==> src/rtl/pattern_buffer_bank.sv <==
// Banked field store: combinational core read port plus a stream engine that loads or drains one whole buffer.
// Latency: core and drain reads are combinational, writes land at the clock edge, and done pulses the cycle after the final beat.
// Backpressure: s_in_ready is held high for the whole load, and the drain holds data/last stable while s_out_ready is low.
module pattern_buffer_bank #(
    parameter int D_WIDTH      = 8,
    parameter int BUFP_WIDTH   = 3,
    parameter int FIELDP_WIDTH = 5
) (
    input  logic                               clk,
    input  logic                               reset,
    input  logic [BUFP_WIDTH+FIELDP_WIDTH-1:0] buf_fieldp,
    input  logic [BUFP_WIDTH+FIELDP_WIDTH-1:0] buf_fieldwp,
    input  logic                               field_write_en,
    input  logic [D_WIDTH-1:0]                 field_in,
    output logic [D_WIDTH-1:0]                 field_out,
    input  logic                               cmd_start,
    input  logic                               cmd_drain,
    input  logic [BUFP_WIDTH-1:0]              cmd_buf,
    input  logic                               s_in_valid,
    input  logic [D_WIDTH-1:0]                 s_in_data,
    output logic                               s_in_ready,
    output logic                               s_out_valid,
    output logic [D_WIDTH-1:0]                 s_out_data,
    output logic                               s_out_last,
    input  logic                               s_out_ready,
    output logic                               busy,
    output logic                               done
);
    localparam int AW     = BUFP_WIDTH + FIELDP_WIDTH;
    localparam int NWORDS = 1 << AW;
    localparam logic [FIELDP_WIDTH-1:0] FMAX = '1;

    typedef enum logic [1:0] {IDLE, LOAD, DRAIN} state_t;

    state_t                  state, state_nxt;
    logic [BUFP_WIDTH-1:0]   cur_buf;
    logic [FIELDP_WIDTH-1:0] cnt;
    logic                    done_q;
    logic [D_WIDTH-1:0]      mem [NWORDS];

    logic start_ok, beat, final_beat, load_wr;

    assign start_ok   = (state == IDLE) && cmd_start;
    assign beat       = ((state == LOAD) && s_in_valid) || ((state == DRAIN) && s_out_ready);
    assign final_beat = beat && (cnt == FMAX);
    // A load beat that coincides with reset is dropped so storage only holds completed beats.
    assign load_wr    = (state == LOAD) && s_in_valid && !reset;

    always_ff @(posedge clk) begin
        if (reset) state <= IDLE;
        else       state <= state_nxt;
    end

    always_comb begin
        state_nxt = state;
        case (state)
            IDLE:        if (cmd_start) state_nxt = cmd_drain ? DRAIN : LOAD;
            LOAD, DRAIN: if (final_beat) state_nxt = IDLE;
            default:     state_nxt = IDLE;
        endcase
    end

    always_comb begin
        s_in_ready  = (state == LOAD);
        s_out_valid = (state == DRAIN);
        s_out_last  = (state == DRAIN) && (cnt == FMAX);
        busy        = (state != IDLE);
        done        = done_q;
    end

    always_ff @(posedge clk) begin
        if (reset) begin
            cur_buf <= '0;
            cnt     <= '0;
            done_q  <= 1'b0;
        end else begin
            done_q <= final_beat;
            if (start_ok) begin
                cur_buf <= cmd_buf;
                cnt     <= '0;
            end else if (beat) begin
                cnt <= cnt + 1'b1;
            end
        end
    end

    // Core write is issued last so it wins over a same-word load beat.
    always_ff @(posedge clk) begin
        if (load_wr)        mem[{cur_buf, cnt}] <= s_in_data;
        if (field_write_en) mem[buf_fieldwp]    <= field_in;
    end

    assign field_out  = mem[buf_fieldp];
    assign s_out_data = mem[{cur_buf, cnt}];
endmodule

==> config.mk <==
export PLATFORM = sky130hd
export DESIGN_NAME = pattern_buffer_bank
export DESIGN_NICKNAME = d
export VERILOG_FILES = /design/src/rtl/pattern_buffer_bank.sv
export SDC_FILE = /design/constraint.sdc
export NUM_CORES = 2
export LEC_CHECK = 0
export CAP_MARGIN = 25
export CORE_ASPECT_RATIO = 1.4
export CORE_UTILIZATION = 50
export DETAILED_ROUTE_END_ITERATION = 7
export PLACE_DENSITY = 0.65
export SYNTH_ARGS = -nofsm -noshare
export SYNTH_HDL_FRONTEND = slang
export SYNTH_SLANG_ARGS = --single-unit
==> constraint.sdc <==
create_clock -name clk -period 5.5 [get_ports clk]
set_input_delay 0.825 -clock clk [delete_from_list [all_inputs] [get_ports clk]]
set_output_delay 0.825 -clock clk [all_outputs]
set_load 0.005 [all_outputs]
==> qor.yml <==
status: "complete, but fails checks"
violations: "negative setup slack"
finalClockSkew_ps: 51.8
synth.avg_cell_area_um2: 15.1
die_y_um: 590
leakagePower_nw: 45.8
grt_pass1_vias: 88100
rsz0062_at_grt: "yes"
endpoint: "field_out[2]"
io_buffers: 62
final_max_slew_viol_count: 0
clock_path_buffers: 4
vias: 92300
drc: 0
crit_chain: "buf_4, buf_4, nand2b_1, buf_4, a21oi_1, o32ai_1, buf_4, nor3_1, buf_4, clkdlybuf4s50_1"
wl_um: 590000
reg2reg_setup_slack_ps: 1050
synth-edff-count: 2048
grt_max_degree: 125
p_per_area_nw_per_um2: 260
mostFrequentLayoutCells: "mux2_2, edfxtp_1, mux4_2"
max_freq_mhz: 170
gp_congestion: 1.07
multi_input_area_um2: 58300
rr_worst_depth: 8
vdd_drop_max_mv: 0.254
initial_core_util_pct: 50.3
slew_headroom_pct: 21.4
regToRegEndpoint: "mem[76][4]"
setup_tns_ps: -1220
place_area_um2: 133000
critical_path_buf_inv_count: 6
setup_viol: 12
cts_tree: "done"
core_um2: 245000
required_ps: 4680
final.setup.worst_slack_ps: -384
cts_buffers: 219
htree_num_levels: 4
layout_commonest_cell: "mux2_2"
nNetsFinal: 8618
tightest_slew_ps: 1180
die_area_um2: 249000
drtIter0Drc: 15500
netlist_area_um2: 123000
antenna_found_initial: 50
cts_hold_buf: 0
hold_violations: 0
fin_hold_ws_ps: 449
endpoint_kind: "output pin"
drt_first_pass_iters: 8
area_delta_synth_final_pct: 15.2
dieWidth_um: 422
grt_pass1_wl_um: 787000
finalCritPeriodShare_pct: 107
setup.worst_path.class: "in2out"
drive_gt1_share_pct: 52.3
critPathMaxFanout: 22
avgViaCountPerCell: 7.65
crit_top_cell: "buf_4"
insertion_delay_ps: 940
maxCapViolCount: 0
synth_warnings: 0
grt_use_total_pct: 46.7
n_fill_cell: 19300
start_kind: "primary input"
clk_pin_slew_worst_paths_ps: 60
reg2reg_from: "cnt[1]"
synthesis.nets: 8229
path_delay_family: "buffers and inverters"
critPathLaunch: "buf_fieldp[4]"
ys_seq_area_share_pct: 50.0
cp.arrival_ps: 5060
wl_per_cell_um: 49.0
ys_ff_latch: 2059
synth_ff_type: "edfxtp_1"
min_path_cells: 3
period_minus_slack_ps: 5880
cts_root_buf: "clkbuf_16"
grt-ovfl-total: 0
cts_sinks: 2059
crit_path_max_incr_delay_ps: 680
total_power_mw: 36.9
final_area_um2: 142000
cp.depth: 10
cp_slowest_cell: "a21oi_1"
postRouteAntennaNets: 0
synthArstFlopShare_pct: 0
ys_types: 71
rows: 215
ff_latch_area_um2: 61700
netlist_instances: 8179
io_pins: 63
dp.final_hpwl_um: 404000
holdCritPathClass: "in2reg"
[per-stage QoR]
step | utilization, % | cells | setup WS, ps
6_report | 58.0 | 12100 | -384
5_1_grt | 57.9 | 12000 | -11.2
4_1_cts | 57.7 | 12000 | -69.2
3_5_place_dp | 54.3 | 11500 | -270
3_3_place_gp | 54.3 | 11500 | -1390
2_1_floorplan | - | 8179 | 1660
[state kept, by name (all words and copies together), names as in the netlist]
name	count
done	1
cur_buf	3
cnt	5
state	2
mem	2048
[Yosys cell counts, types with 6 or more instances]
cell / count / area share (%)
nand2_1: 335 / 1.0
and2_1: 12 / 0.061
nor2_1: 387 / 1.2
o221ai_1: 24 / 0.17
o211ai_1: 9 / 0.055
and3_1: 14 / 0.071
clkbuf_1: 748 / 2.3
mux2i_1: 262 / 2.1
nand3_1: 58 / 0.24
o32ai_1: 14 / 0.099
nor3_1: 47 / 0.19
mux4_2: 945 / 17
mux2_2: 2055 / 19
ha_1: 8 / 0.081
a22oi_1: 153 / 0.93
edfxtp_1: 2048 / 50
buf_1: 44 / 0.13
nor2b_1: 27 / 0.14
a21oi_1: 85 / 0.34
a211oi_1: 43 / 0.26
or2_2: 11 / 0.056
dfxtp_1: 11 / 0.18
a22o_1: 32 / 0.23
nand4_1: 24 / 0.12
o21ai_1: 12 / 0.049
o22ai_1: 232 / 1.2
a221oi_1: 40 / 0.28
a31oi_1: 30 / 0.15
o21ai_0: 148 / 0.60
o2111ai_1: 10 / 0.071
a2111oi_0: 6 / 0.043
inv_1: 13 / 0.040
nor4_1: 11 / 0.056
a32oi_1: 15 / 0.11
buf_4: 62 / 0.38
buf_2: 85 / 0.34
buf_6: 20 / 0.18
nand2b_1: 16 / 0.081
[metal layers]
| layer | GRT usage (%) | part of all wire, % | vias up |
|---|---|---|---|
| li1 | - | - | 34100 |
| met1 | 54.4 | 32 | 47800 |
| met2 | 70.2 | 44 | 8115 |
| met3 | 12.5 | 12 | 2209 |
| met4 | 43.3 | 12 | 32 |
| met5 | 0.345 | 0.037 | - |
[cells by family (layout without fill, tap and decap cells)]
logic type | Yosys count | after routing | synth area share, %
buffers and inverters | 976 | 1533 | 3.37
DFF | 2059 | 2059 | 50.0
xor gates and xnor gates | 2 | 2 | 0.0142
AOI/OAI and AO/OA | 886 | 886 | 4.81
other | 0 | 65 | 0
adders and majority gates | 8 | 8 | 0.0812
muxes | 3262 | 3262 | 38.1
and+or+nand+nor | 986 | 986 | 3.53
[how the worst min path moves through the flow]
stage               startpoint          to  slack [ps]
CTS                 cmd_buf[2]  cur_buf[2]         420
finish              cmd_buf[1]  cur_buf[1]         450
global placement      state[1]    state[1]         530
floorplan             state[1]    state[1]         500
detailed placement    state[1]    state[1]         560
global route        cmd_buf[1]  cur_buf[1]         470
[worst reg2reg max path, delay by kind of cell, from the launching register on]
family | cells | cell delay (ps)
fa+ha+maj | 1 | 220
flops | 1 | 400
simple gates | 2 | 910
buf+inv | 4 | 1610
compound gates | 1 | 1010
[power breakdown]
part	switching [mW]	internal (mW)	leakage (nW)	total [mW]
clock network	6.86	8.20	3.32	15.1
logic	2.74	1.78	24.0	4.52
registers	0.0352	17.3	18.5	17.3
[repair_timing]
action	4_1_cts	5_1_grt
gates cloned	13	4
pin swaps	11	13
buffers inserted	37	21
setup endpoints to repair	15	16
resized for setup	117	69
[layout make-up]
type | instances | share of cell area [%]
diodes | 65 | 0.114
clock buffers | 254 | 3.99
clock inverters | 135 | 0.858
inverters | 17 | 0.0502
multi-input cells | 5144 | 41.0
flip-flops and latches | 2059 | 43.4
well taps | 3255 | 2.87
repair buffers | 1127 | 7.68
(Power assumes the default switching activity.)
